===== src/rtl/uart_pkg.sv =====
// Register map, STATUS bit positions and address decode shared by the UART controller.
package uart_pkg;

  localparam logic [3:0] UART_REG_DATA   = 4'h0;
  localparam logic [3:0] UART_REG_STATUS = 4'h4;
  localparam logic [3:0] UART_REG_IRQ_EN = 4'h8;

  localparam int unsigned STAT_RX_AVAIL   = 0;
  localparam int unsigned STAT_TX_FULL    = 1;
  localparam int unsigned STAT_TX_IDLE    = 2;
  localparam int unsigned STAT_RX_OVERRUN = 3;

  typedef enum logic [1:0] {
    RegData,
    RegStatus,
    RegIrqEn,
    RegNone
  } uart_reg_e;

  // Offsets are word aligned; only the word index takes part in the decode.
  function automatic uart_reg_e uart_decode(logic [1:0] word);
    if (word == UART_REG_DATA[3:2]) return RegData;
    if (word == UART_REG_STATUS[3:2]) return RegStatus;
    if (word == UART_REG_IRQ_EN[3:2]) return RegIrqEn;
    return RegNone;
  endfunction

endpackage


===== src/rtl/uart_fifo.sv =====
// Synchronous first-word-fall-through FIFO; head reads as 0 while empty.
module uart_fifo #(
  parameter int unsigned WIDTH = 8,
  parameter int unsigned DEPTH = 16
) (
  input  logic             clk,
  input  logic             rst,
  input  logic             i_push,
  input  logic [WIDTH-1:0] i_wdata,
  input  logic             i_pop,
  output logic [WIDTH-1:0] o_rdata,
  output logic             o_full,
  output logic             o_empty
);

  localparam int unsigned AW = $clog2(DEPTH);

  logic [WIDTH-1:0] r_mem [DEPTH];
  logic [AW:0]      r_wptr;
  logic [AW:0]      r_rptr;
  logic             w_do_push;
  logic             w_do_pop;

  assign o_empty   = (r_wptr == r_rptr);
  assign o_full    = (r_wptr[AW] != r_rptr[AW]) && (r_wptr[AW-1:0] == r_rptr[AW-1:0]);
  assign w_do_pop  = i_pop && !o_empty;
  // A pop in the same cycle frees the slot, so a push is accepted even when full.
  assign w_do_push = i_push && (!o_full || w_do_pop);
  assign o_rdata   = o_empty ? '0 : r_mem[r_rptr[AW-1:0]];

  always_ff @(posedge clk) begin
    if (rst) begin
      r_wptr <= '0;
      r_rptr <= '0;
    end else begin
      if (w_do_push) r_wptr <= r_wptr + {{AW{1'b0}}, 1'b1};
      if (w_do_pop)  r_rptr <= r_rptr + {{AW{1'b0}}, 1'b1};
    end
  end

  always_ff @(posedge clk) begin
    if (w_do_push) r_mem[r_wptr[AW-1:0]] <= i_wdata;
  end

endmodule


===== src/rtl/uart_ctrl.sv =====
// Register-mapped UART controller: TX/RX FIFOs between the MMIO bus and the 8n1 PHY.
// Define UART_CTRL_IRQ_EN to add the IRQ_EN register and a registered irq output.
module uart_ctrl
  import uart_pkg::*;
#(
  parameter int unsigned TX_DEPTH = 16,
  parameter int unsigned RX_DEPTH = 16
) (
  input  logic       clk,
  input  logic       rst,
  input  logic       i_bus_valid,
  input  logic       i_bus_we,
  input  logic [3:0] i_bus_addr,
  input  logic [7:0] i_bus_wdata,
  output logic       o_bus_rvalid,
  output logic [7:0] o_bus_rdata,
  output logic [7:0] o_phy_tx_data,
  output logic       o_phy_tx_valid,
  input  logic       i_phy_tx_ready,
  input  logic [7:0] i_phy_rx_data,
  input  logic       i_phy_rx_ready,
  output logic       o_irq
);

  uart_reg_e  w_reg;
  logic       w_rd;
  logic       w_wr;
  logic       w_unused_addr;
  logic       w_tx_push;
  logic       w_tx_pop;
  logic       w_tx_full;
  logic       w_tx_empty;
  logic       w_tx_idle;
  logic       w_rx_pop;
  logic       w_rx_edge;
  logic       w_rx_full;
  logic       w_rx_empty;
  logic [7:0] w_rx_head;
  logic [7:0] w_status;
  logic [7:0] w_rdata_d;
  logic       r_rx_prev;
  logic       r_overrun;
  logic       r_rvalid;
  logic [7:0] r_rdata;

  assign w_reg         = uart_decode(i_bus_addr[3:2]);
  assign w_unused_addr = ^i_bus_addr[1:0];
  assign w_rd          = i_bus_valid && !i_bus_we;
  assign w_wr          = i_bus_valid && i_bus_we;

  assign w_tx_push      = w_wr && (w_reg == RegData);
  assign w_tx_pop       = !w_tx_empty && i_phy_tx_ready;
  assign w_tx_idle      = w_tx_empty && i_phy_tx_ready;
  assign o_phy_tx_valid = !w_tx_empty;

  uart_fifo #(
    .WIDTH(8),
    .DEPTH(TX_DEPTH)
  ) u_tx_fifo (
    .clk    (clk),
    .rst    (rst),
    .i_push (w_tx_push),
    .i_wdata(i_bus_wdata),
    .i_pop  (w_tx_pop),
    .o_rdata(o_phy_tx_data),
    .o_full (w_tx_full),
    .o_empty(w_tx_empty)
  );

  // Only the rising edge of the level strobe is a new byte.
  assign w_rx_edge = i_phy_rx_ready && !r_rx_prev;
  assign w_rx_pop  = w_rd && (w_reg == RegData);

  uart_fifo #(
    .WIDTH(8),
    .DEPTH(RX_DEPTH)
  ) u_rx_fifo (
    .clk    (clk),
    .rst    (rst),
    .i_push (w_rx_edge),
    .i_wdata(i_phy_rx_data),
    .i_pop  (w_rx_pop),
    .o_rdata(w_rx_head),
    .o_full (w_rx_full),
    .o_empty(w_rx_empty)
  );

  always_comb begin
    w_status                  = '0;
    w_status[STAT_RX_AVAIL]   = !w_rx_empty;
    w_status[STAT_TX_FULL]    = w_tx_full;
    w_status[STAT_TX_IDLE]    = w_tx_idle;
    w_status[STAT_RX_OVERRUN] = r_overrun;
  end

`ifdef UART_CTRL_IRQ_EN
  logic [1:0] r_irq_en;
  logic       r_irq;

  always_ff @(posedge clk) begin
    if (rst) begin
      r_irq_en <= '0;
      r_irq    <= 1'b0;
    end else begin
      if (w_wr && (w_reg == RegIrqEn)) r_irq_en <= i_bus_wdata[1:0];
      r_irq <= (r_irq_en[0] && !w_rx_empty) || (r_irq_en[1] && w_tx_idle) || r_overrun;
    end
  end

  assign o_irq = r_irq;
`else
  assign o_irq = 1'b0;
`endif

  always_comb begin
    w_rdata_d = '0;
    if (w_rd) begin
      unique case (w_reg)
        RegData:   w_rdata_d = w_rx_head;
        RegStatus: w_rdata_d = w_status;
`ifdef UART_CTRL_IRQ_EN
        RegIrqEn:  w_rdata_d = {6'b0, r_irq_en};
`endif
        default:   w_rdata_d = '0;
      endcase
    end
  end

  always_ff @(posedge clk) begin
    if (rst) begin
      r_rx_prev <= 1'b0;
      r_overrun <= 1'b0;
      r_rvalid  <= 1'b0;
      r_rdata   <= '0;
    end else begin
      r_rx_prev <= i_phy_rx_ready;
      r_rvalid  <= w_rd;
      r_rdata   <= w_rdata_d;
      // A byte arriving while full is lost unless a DATA read frees a slot; set beats clear.
      if (w_rx_edge && w_rx_full && !w_rx_pop) r_overrun <= 1'b1;
      else if (w_rd && (w_reg == RegStatus))  r_overrun <= 1'b0;
    end
  end

  assign o_bus_rvalid = r_rvalid;
  assign o_bus_rdata  = r_rdata;

endmodule


===== config.mk =====
export PLATFORM = sky130hd
export DESIGN_NAME = uart_ctrl
export DESIGN_NICKNAME = d
export VERILOG_FILES = /design/src/rtl/uart_pkg.sv /design/src/rtl/uart_fifo.sv /design/src/rtl/uart_ctrl.sv
export SDC_FILE = /design/constraint.sdc
export NUM_CORES = 1
export LEC_CHECK = 0
export ABC_AREA = 1
export BUFFER_PORTS_ARGS = -buffer_cell sky130_fd_sc_hd__buf_2
export CORE_MARGIN = 5
export CORE_UTILIZATION = 35
export CTS_CLUSTER_SIZE = 40
export DETAILED_ROUTE_END_ITERATION = 10
export GPL_TIMING_DRIVEN = 0
export MAX_ROUTING_LAYER = met4
export SYNTH_ARGS = -nofsm -noshare
export SYNTH_HDL_FRONTEND = slang
export SYNTH_HIERARCHICAL = 1
export SYNTH_SLANG_ARGS = --single-unit

===== constraint.sdc =====
create_clock -name clk -period 3.2 [get_ports clk]
set_input_delay 0.32 -clock clk [delete_from_list [all_inputs] [get_ports clk]]
set_output_delay 0.32 -clock clk [all_outputs]
set_load 0.02 [all_outputs]

---- Word level (Yosys, flattened, before mapping) ----
Memories as Yosys holds them, arrays and structs flattened. A register that Yosys moved wholly into a read port is not among the register bits.
Index checks and enable logic that the tools add are counted.
word-level totals
  register bits after elaboration ......... 31
  input port bits ......................... 26
  word-level logic and storage cells ...... 78
  memories ................................ 2
  RAM bits ................................ 256
  output and inout port bits .............. 19
cells by class
  add/sub/neg operators ................... 4
  reduce and logical (&&, ||, !) cells .... 29
  bitwise logic cells ..................... 1
  multiplexer cells ....................... 25
  equality and inequality tests ........... 9
memories
  name             depth  bits a word  read ports  clocked after memory_dff  write ports  line             source
  u_rx_fifo.r_mem  16     8            1           1                         1            uart_fifo.sv:18  logic [WIDTH-1:0] r_mem [DEPTH];
  u_tx_fifo.r_mem  16     8            1           1                         1            uart_fifo.sv:18
operator list
  cell                                                              number
  5-bit by 1-bit adder with 5-bit output (second input constant)    4
  1-bit logical AND                                                 16
  4-bit 2-to-1 mux                                                  4
  8-bit 2-to-1 mux                                                  2
  8-bit one-hot mux with 2 select lines                             1
  1-bit 2-to-1 mux                                                  12
  2-bit 2-to-1 mux                                                  6
  5-bit == test                                                     2
  4-bit == test                                                     2
  1-bit zero test                                                   7
  2-bit by 1-bit == test with 1-bit output (second input constant)  2
  2-bit zero test                                                   2
  2-bit == test (second input constant)                             1
  1-bit logical OR                                                  2
  1-bit != test                                                     2
  2-bit nonzero test                                                1
  2-bit OR reduction                                                1
  1-bit inverter                                                    1

---- Logic depth before layout (Yosys ltp) ----
Gate-level depths: netlist of run 1.
  depth in word-level cells ............... 15
  depth in mapped cells ................... 14
  depth with buffers taken out ............ 13

---- Hierarchy ----
Netlist of run 1, hierarchy kept.
modules (own cells, without submodules)
  module     instances  area each (um2)  seq. area each (um2)  cells each
  uart_fifo  2          6103.4           4124.0                541
  uart_ctrl  1          436.7            220.2                 60

---- Least setup slack after synthesis of run 1 ----
No wires, ideal clock.
  path kind ............................... register to register
  start ................................... reg u_tx_fifo.r_wptr[2]
  end ..................................... mem u_tx_fifo.r_mem[12][0] (enable)
  stages on the path, launching flop included .. 15
  data required time ...................... 2830 ps
  clock period less this slack ............ 2332 ps
  setup time .............................. 370 ps
  arrival ................................. 1962 ps
  path buffers ............................ 1
  path slack .............................. 868 ps
  path through ............................ dfxtp_1 -> buf_4 -> inv_2 -> nand2_1 -> nand2_2 -> nor2_8 -> nand3_4 -> inv_1 -> nor2_1 -> inv_1 -> nand4_4 -> nand2_4 -> inv_2 -> nand2_2 -> nor2_1
on the way
  word-level cells in the longest chain between the ends .. 8
  elaborated cells on any way between the ends .. 11
  those cells by class .................... eq/ne (2); mux (2); reduce/logical (7)
ends and longest elaborated chain
  what                                    line             source
  from (decl)                             uart_fifo.sv:19  logic [AW:0] r_wptr;
  from (signal assigned)                  uart_fifo.sv:36  if (w_do_push) r_wptr <= r_wptr + {{AW{1'b0}}, 1'b1};
  5-bit == test                           uart_fifo.sv:24  assign o_empty = (r_wptr == r_rptr);
  named net w_tx_empty                    uart_ctrl.sv:32  logic w_tx_empty;
  1-bit zero test                         uart_ctrl.sv:52  assign w_tx_pop = !w_tx_empty && i_phy_tx_ready;
  1-bit logical AND                       uart_ctrl.sv:52
  named net w_tx_pop                      uart_ctrl.sv:30  logic w_tx_pop;
  1-bit logical AND                       uart_fifo.sv:26  assign w_do_pop = i_pop && !o_empty;
  1-bit logical OR                        uart_fifo.sv:28  assign w_do_push = i_push && (!o_full || w_do_pop);
  1-bit logical AND                       uart_fifo.sv:28
  1-bit 2-to-1 mux                        uart_fifo.sv:42  if (w_do_push) r_mem[r_wptr[AW-1:0]] <= i_wdata;
  1-bit 2-to-1 mux (implied by the code)  uart_fifo.sv:42
  to (decl)                               uart_fifo.sv:18
The timed path passes the listed nets, and every way through them passes these cells.

---- Worst setup path in the final report of run 1 ----
  start ................................... reg u_tx_fifo.r_wptr[0]
  end ..................................... mem u_tx_fifo.r_mem[5][2] (enable)
The elaborated chain is that of the path after synthesis.

==> flow_summary.toml, run 1 <==
[grt]
antenna_found_initial = 0
grt_pass1_vias = 8167
grt_pass1_wl_um = 45400
grt_usage_pct = 15.2
grt_max_degree = 18
grt-ovfl-total = 0

[synthesis]
ys_seq_area_share_pct = 67.0
yosysWarnings = 6
syn-num-nets = 1178
ys_dominant_reg_cell = "edfxtp_1"
syn_inst = 1142
async_flop_share_pct = 0
ys_types = 30
synth.ff_latch_count = 295
syn_area_per_cell_um2 = 11.1
synth_edf_count = 256
netlist_area_mm2 = 0.0126

[critical_path]
max_stage_delay_ns = 0.63
worst_ep_arrival_time_ns = 3.12
critPathBufInv = 4
reg2reg_slack_ns = 0.20
critPathRequiredTime_ns = 3.33
crit_top_cell = "inv_1"
path_max_fanout = 10
cp-start-kind = "flop"
path_class = "reg2reg"
crit_start = "u_tx_fifo/r_wptr[0]"
cp-end-kind = "flop"
slowest_stage = "nor2_1"
crit_chain = "inv_1, nand2_1, nand2_2, nor2_8, nand3_4, inv_1, nor2_1, inv_1, nand4_4, nand2_4, inv_2, nand2_2, nor2_1"
reg2reg_from = "u_tx_fifo/r_wptr[0]"
crit_family = "simple AND/OR/NAND/NOR gates"

[sta]
worst_clock_skew_ns = 0.0185
slew_violations = 0
min_period_ns = 3.00
timing.slew.headroom_pct = 41.5
tns_ns = 0
tightest_slew_ns = 0.875
hold_viol = 0
fin_ws_ns = 0.202
fin_crit_sh_pct = 93.7
fin_hold_ws_ns = 0.0310
max_freq_ghz = 0.334
rsz0062_at_grt = "no"
setup_viol = 0

[worst_hold_path]
min_path_type = "in2reg"
min_from = "i_phy_rx_ready"

[layout]
drive_gt1_share_pct = 14.2
diodes = 0
fin_nets = 1255
final_area_mm2 = 0.0146
area_delta_synth_final_pct = 15.4
nFillCells = 3390

[cts]
ctsHoldBuffers = 0
root_buffer = "clkbuf_16"
cts_tree = "done"
cts_setup_buffers = 0
clock_sinks = 295
cts.path.max_buffers = 3
numCtsBuffers = 34
htree_levels = 2
clk_pin_slew_ns = 0.06
clock_latency_ns = 0.51

[job]
cap_violations = 0

[floorplan]
core_area_mm2 = 0.0357
start_util_pct = 35.5
dieArea_mm2 = 0.0400
io_pins = 45
num_rows = 69
die_h_um = 200
fp.dieW_um = 200

[drt]
drc_errors = 0
vias_per_cell = 4.92
drtIter0Drc = 750
first_pass_iters = 5
wirelength_um = 29700
num_vias = 8393
postRouteAntennaNets = 0
wl_per_cell_um = 17.4

[power_and_ir_drop]
p_leak_uw = 0.00542
report.power.total_uw = 8520
powerDensity_mw_per_mm2 = 584
ir_worst_vdd_v = 0.000456

[place]
placed_area_mm2 = 0.0134
place_ws_ns = 0.215
portBuffers = 41
gp_congestion = 0.871
hpwlAfterDp_um = 19900

[status]
outcome = "completed"
-- logic make-up (layout without fill, tap and decap cells) --
| group | after synthesis | after routing | share of synthesized area, % |
|---|---|---|---|
| other cells | 1 | 1 | 0.0297 |
| simple gates | 336 | 336 | 12.4 |
| buf+inv | 225 | 327 | 7.22 |
| compound gates | 261 | 261 | 11.3 |
| fa+ha+maj | 10 | 10 | 0.990 |
| flops | 295 | 295 | 67.0 |
| xor+xnor | 14 | 14 | 1.09 |
-- layout make-up --
cell class / instances / area (um^2) / area share [%]
flip-flops and latches: 295 / 8470 / 58.0
multi-input cells: 622 / 3270 / 22.4
clock buffers: 46 / 937 / 6.42
inverters: 172 / 646 / 4.43
well taps: 461 / 577 / 3.95
plain buffers: 53 / 268 / 1.84
clock inverters: 15 / 218 / 1.49
repair buffers: 41 / 205 / 1.41
-- where the power goes --
group          switching, uW  leakage, uW  internal [uW]
logic                    237      0.00224           81.8
registers               10.9      0.00262           4200
clock network           1510     0.000561           2470
-- through the flow --
stage	instances	utilization, %
2_1_floorplan	1142	-
3_3_place_gp	1644	37.7
3_5_place_dp	1644	37.7
4_1_cts	1705	40.9
5_1_grt	1705	40.9
6_report	1705	40.9
-- state kept, by name, indices dropped and copies added (netlist names), 5 cells and up, named ones only --
signal / flops
u_rx_fifo/r_mem: 128
u_tx_fifo/r_mem: 128
o_bus_rdata: 8
u_rx_fifo/r_rptr: 5
u_rx_fifo/r_wptr: 5
u_tx_fifo/r_rptr: 5
u_tx_fifo/r_wptr: 5
-- metal layers --
layer | GRT usage (%) | up-vias | wire length (um)
met2 | 23.8 | 256 | 13900
met3 | 2.74 | 49 | 1810
li1 | - | 4052 | -
met5 | - | - | 0
met4 | 4.50 | 0 | 677
met1 | 20.3 | 4036 | 13300
-- tightest hold or removal path, cell delays in order --
cell    delay, ns
buf_2        0.09
inv_1        0.03
nor2_1       0.06
-- cells in the mapped netlist, drive strengths merged, types with 2 or more instances --
| cell | n | area [um^2] |
|---|---|---|
| nand4 | 2 | 42.5 |
| a21oi | 113 | 569 |
| xnor2 | 6 | 67.6 |
| o211ai | 48 | 360 |
| dfxtp | 39 | 781 |
| nand2 | 182 | 748 |
| nand3b | 2 | 15.0 |
| edfxtp | 256 | 7690 |
| ha | 10 | 125 |
| nor2 | 83 | 399 |
| clkbuf | 14 | 52.6 |
| buf | 39 | 215 |
| nand3 | 67 | 360 |
| xor2 | 8 | 70.1 |
| o21ai | 100 | 500 |
| inv | 172 | 646 |
-- path summary, 6_finish.rpt --
check | depth (start not counted) | to
worst max-delay path | 13 | u_tx_fifo/r_mem[5][2]
worst min-delay path | 3 | r_rx_prev
worst max register to register | 13 | u_tx_fifo/r_mem[5][2]
worst min register to register | 2 | o_bus_rdata[3]
-- cells in the final DEF (no fill, tap or decap), drive strengths merged --
cell type / n
nor2: 83
inv: 174
o21ai: 100
clkinvlp: 1
buf: 80
ha: 10
xnor2: 6
a21oi: 113
nand2: 182
clkinv: 7
dfxtp: 39
nand3: 67
clkbuf: 60
bufinv: 5
edfxtp: 256
conb: 1
nand4: 2
nand3b: 2
o211ai: 48
xor2: 8
-- repair_timing --
action | CTS | global route
setup endpoints to repair | 0 | 15
hold endpoints to repair | 0 | 0
gates resized for setup | 0 | 4
(Power assumes the default switching activity.)
==> run 2: changes to the inputs <==
--- a/config.mk
+++ b/config.mk
@@ -13,6 +13,7 @@
 export DETAILED_ROUTE_END_ITERATION = 10
 export GPL_TIMING_DRIVEN = 0
 export MAX_ROUTING_LAYER = met4
+export SETUP_SLACK_MARGIN = 0.05
 export SYNTH_ARGS = -nofsm -noshare
 export SYNTH_HDL_FRONTEND = slang
 export SYNTH_HIERARCHICAL = 1
==> constraint.sdc (replaced) <==
create_clock -name clk -period 3.84 [get_ports clk]
set_input_delay 0.384 -clock clk [delete_from_list [all_inputs] [get_ports clk]]
set_output_delay 0.384 -clock clk [all_outputs]
set_load 0.02 [all_outputs]
==> flow_summary.toml, run 2 (synthesis gave the netlist of run 1 again) <==
[status]
outcome = "completed"

[power_and_ir_drop]
p_sw_share_pct = 20.7
report.power.total_uw = 7100
p_sw_uw = 1470
pwr-share-seq_pct = 49.4
power_frac_comb_pct = 3.7
p_int_uw = 5630
ir_worst_vdd_v = 0.000380
powerDensity_mw_per_mm2 = 487
p_leak_uw = 0.00543
clock_power_share_pct = 46.8

[cts]
root_buffer = "clkbuf_16"
htree_levels = 2
ctsHoldBuffers = 0
numCtsBuffers = 34
cts_tree = "done"
clk_pin_slew_ns = 0.05
clock_sinks = 295
cts.path.max_buffers = 3
post_cts_resize_count = 0
clock_latency_ns = 0.51
cts_setup_buffers = 0

[critical_path]
critPathRequiredTime_ns = 3.97
rr_worst_depth = 13
path_class = "reg2reg"
worst_ep_arrival_time_ns = 3.14
reg2reg_slack_ns = 0.83
reg2reg_from = "u_tx_fifo/r_wptr[0]"
cp-end-kind = "flop"
endpoint = "u_tx_fifo/r_mem[7][6]"
crit_start = "u_tx_fifo/r_wptr[0]"
r2r-end = "u_tx_fifo/r_mem[7][6]"
cp-start-kind = "flop"
path_max_fanout = 10

[grt]
grt_pass1_wl_um = 45400
grt_max_degree = 18
antenna_found_initial = 0
grt-ovfl-total = 0
grt_pass1_vias = 8167
grt_usage_pct = 15.2

[layout]
nFillCells = 3390
diodes = 0
regArea_mm2 = 0.00847
final_common_cell = "edfxtp_1"
area_delta_synth_final_pct = 15.3
fin_nets = 1255
final_cell_mix = "256 x edfxtp_1, 164 x nand2_1, 159 x inv_1, 112 x a21oi_1, 94 x o21ai_0"
multiInputGateArea_mm2 = 0.00326
drive_gt1_share_pct = 13.9

[sta]
hold_viol = 0
min_period_ns = 3.01
timing.slew.headroom_pct = 41.6
setup_viol = 0
tightest_slew_ns = 0.872
slew_violations = 0
max_freq_ghz = 0.332
tns_ns = 0
fin_crit_sh_pct = 78.4
worst_clock_skew_ns = 0.0193
rsz0062_at_grt = "no"

[floorplan]
start_util_pct = 35.5
num_rows = 69
die_h_um = 200
core_area_mm2 = 0.0357
io_pins = 45
fp.dieW_um = 200
dieArea_mm2 = 0.0400

[drt]
vias_per_cell = 4.91
wl_per_cell_um = 17.4
drc_errors = 0
wirelength_um = 29700
first_pass_iters = 5
postRouteAntennaNets = 0
drtIter0Drc = 792
num_vias = 8375

[worst_hold_path]
min_path_type = "in2reg"

[place]
portBuffers = 41
hpwlAfterDp_um = 19900
gp_congestion = 0.871

[job]
cap_violations = 0
==> run 2: changes by cell type in the layout (fill, tap and decap cells not counted) <==
cell	previous run	this run
nor2_1	70	74
nor2_2	7	3
==> run 2: final cells by class <==
| class | count | area share (%) |
|---|---|---|
| Inverter | 172 | 4.43 |
| Timing Repair Buffer | 41 | 1.41 |
| Multi-Input combinational cell | 622 | 22.4 |
| Clock buffer | 46 | 6.43 |
| Buffer | 53 | 1.84 |
| Tap cell | 461 | 3.96 |
| Clock inverter | 15 | 1.49 |
| Sequential cell | 295 | 58.1 |
==> run 2: through the flow <==
step	instance area, um^2	cells	setup WS, ns	utilization [%]	hold WS [ns]
final	14600	1705	0.830	40.9	0.0962
after global routing	14600	1705	0.610	40.9	0.104
after CTS	14600	1705	0.818	40.9	0.0755
after detailed placement	13400	1644	0.855	37.7	0.460
after global placement	13400	1644	0.943	37.7	0.470
after floorplan	12600	1142	1.51	-	0.439
==> run 2: layer usage <==
layer  vias to the layer above  global-route usage (%)  wire [um]
li1                       4046                       -          -
met5                         -                       -          0
met2                       268                    23.8      13800
met1                      4009                    20.3      13300
met4                         0                    4.50        718
met3                        52                    2.74       1870
==> run 2: critical path, stage by stage, from the launching register on <==
cell     delay (ns)
dfxtp_1        0.37
inv_1          0.13
nand2_1        0.07
nand2_2        0.11
nor2_8         0.06
nand3_4        0.16
inv_1          0.14
nor2_1         0.28
inv_1          0.13
nand4_4        0.16
nand2_4        0.08
inv_2          0.16
nand2_2        0.10
nor2_1         0.67
==> run 2: how the worst min path moves through the flow <==
stage                           endpoint  depth (start not counted)      startpoint
after floorplan           o_bus_rdata[3]                          2       r_overrun
after global routing           r_rx_prev                          3  i_phy_rx_ready
after CTS                      r_rx_prev                          3  i_phy_rx_ready
final                          r_rx_prev                          3  i_phy_rx_ready
after detailed placement  o_bus_rdata[3]                          2       r_overrun
after global placement    o_bus_rdata[3]                          2       r_overrun
==> run 2: power groups by stage <==
stage / sequential (uW) / combinational [uW] / clock [uW]
floorplan: 3580 / 141 / 0
global placement: 3580 / 264 / 0
detailed placement: 3580 / 265 / 0
CTS: 3510 / 267 / 3400
global route: 3510 / 295 / 3530
finish: 3510 / 266 / 3320
==> run 3: changes to the inputs <==
==> constraint.sdc (replaced) <==
create_clock -name clk -period 2.7 [get_ports clk]
set_input_delay 0.27 -clock clk [delete_from_list [all_inputs] [get_ports clk]]
set_output_delay 0.27 -clock clk [all_outputs]
set_load 0.02 [all_outputs]
==> flow_summary.toml, run 3 (synthesis gave the netlist of run 1 again) <==
[place]
gp_congestion = 0.871
hpwlAfterDp_um = 19900
numPlacedInstances = 1644
place_ws_ns = -0.285
portBuffers = 41

[critical_path]
max_stage_delay_ns = 0.45
worst_ep_arrival_time_ns = 2.33
path_max_fanout = 10
critPathRequiredTime_ns = 2.43
cp-end-kind = "output port"
slowest_stage = "clkbuf_1"
crit_top_cell = "a21oi_1"
crit_chain = "buf_4, clkbuf_1, a21oi_1, o21ai_0, nand3_1, a21oi_1, nor2_1, buf_2"
cp-start-kind = "flop"
path_class = "reg2out"

[layout]
fin_util_pct = 41.5
diodes = 0
drive_gt1_share_pct = 15.9
fin_nets = 1259
final_cells = 1709
nFillCells = 3362
final_cell_mix = "256 x edfxtp_1, 164 x nand2_1, 158 x inv_1, 111 x a21oi_1, 94 x o21ai_0"
final_common_cell = "edfxtp_1"
area_delta_synth_final_pct = 17.1

[floorplan]
fp.dieW_um = 200
core_area_mm2 = 0.0357
num_rows = 69
start_util_pct = 35.5
die_h_um = 200
io_pins = 45
dieArea_mm2 = 0.0400

[worst_hold_path]
min_path_type = "in2reg"

[grt]
met1_usage_pct = 20.3
grt_pass1_vias = 8186
grt_pass1_wl_um = 45500
grt_use_met3_pct = 2.64
grt_max_degree = 18
met2_usage_pct = 23.9
antenna_found_initial = 0
busiest_layer = "met2"
grt-ovfl-total = 0
grt_usage_pct = 15.2

[power_and_ir_drop]
p_int_uw = 8010
power_frac_comb_pct = 3.8
clock_power_share_pct = 46.8
powerDensity_mw_per_mm2 = 682
report.power.total_uw = 10100
p_sw_share_pct = 20.7
ir_worst_vdd_v = 0.000540
pwr-share-seq_pct = 49.4
p_sw_uw = 2090
p_leak_uw = 0.00550

[sta]
max_freq_ghz = 0.384
rsz0062_at_grt = "yes"
fin_hold_ws_ns = 0.0820
fin_ws_ns = 0.0984
fin_crit_sh_pct = 96.4
min_period_ns = 2.60
setup_viol = 0
tightest_slew_ns = 0.879
timing.slew.headroom_pct = 41.2
slew_violations = 0
worst_clock_skew_ns = 0.0172
hold_viol = 0

[status]
outcome = "completed"

[cts]
cts_tree = "done"
htree_levels = 2
clock_sinks = 295
clock_latency_ns = 0.51
cts.path.max_buffers = 3
clk_pin_slew_ns = 0.05
root_buffer = "clkbuf_16"
numCtsBuffers = 34

[job]
cap_violations = 0

[drt]
num_vias = 8382
postRouteAntennaNets = 0
wirelength_um = 29700
vias_per_cell = 4.90
drtIter0Drc = 733
drc_errors = 0
first_pass_iters = 5
wl_per_cell_um = 17.4
run 3: cell count changes in the layout (fill, tap and decap cells not counted), moves of 3 or more:
cell and delta:
clkbuf_4 +3, nor2_1 -16, nand2_2 -3, clkbuf_1 -5
buf_12 +3, buf_2 -3, clkbuf_2 +5, nand2_4 +3
nor2_4 +16
run 3: repair_timing:
| action | in CTS | in global routing |
|---|---|---|
| gates cloned | 0 | 0 |
| hold buffers | 1 | 0 |
| pin swaps | 2 | 5 |
| endpoints found under the setup margin | 128 | 136 |
| resized for setup | 27 | 24 |
| endpoints found under the hold margin | 1 | 0 |
| setup buffers | 1 | 2 |
run 3: worst paths after layout:
kind / from / to / depth (start not counted) / slack, ns
max: flop / o_phy_tx_data[5] / 8 / 0.1
min reg2reg: r_overrun / o_bus_rdata[3] / 2 / 0.46
max reg2reg: u_tx_fifo/r_wptr[0] / u_tx_fifo/r_mem[15][5] / 11 / 0.24
min: i_phy_tx_ready / o_bus_rdata[2] / 3 / 0.08
run 3: power groups by stage:
| stage | combinational [uW] | sequential, uW | clock [uW] |
|---|---|---|---|
| floorplan | 201 | 5090 | 0 |
| global placement | 375 | 5090 | 0 |
| detailed placement | 377 | 5090 | 0 |
| CTS | 382 | 4990 | 4840 |
| global route | 426 | 4990 | 5030 |
| finish | 384 | 4990 | 4730 |
run 3: critical path: cells and delay by family (launching register included):
kind	cells	cell delay, ns
simple gates	2	0.25
buf+inv	3	0.80
compound gates	3	0.44
flops	1	0.31
run 3: per-stage QoR:
stage / TNS, ns / area [um^2]
finish: 0 / 14800
global route: 0 / 14800
CTS: -0.231 / 14700
detailed placement: -25.74 / 13400
global placement: -14.89 / 13400
floorplan: 0 / 12600
run 3: final cells by class:
class	instances	area, um^2	share of cell area (%)
flip-flops and latches	295	8470	57.2
multi-input cells	622	3400	23.0
clock buffers	46	937	6.33
inverters	172	648	4.38
well taps	461	577	3.90
plain buffers	53	282	1.90
repair buffers	45	275	1.86
clock inverters	15	218	1.47
run 3: metal layers:
| metal | routed length (um) | share of wire [%] |
|---|---|---|
| met3 | 1740 | 5.8 |
| met4 | 675 | 2.3 |
| met1 | 13400 | 45 |
| met5 | 0 | 0 |
| met2 | 13900 | 47 |
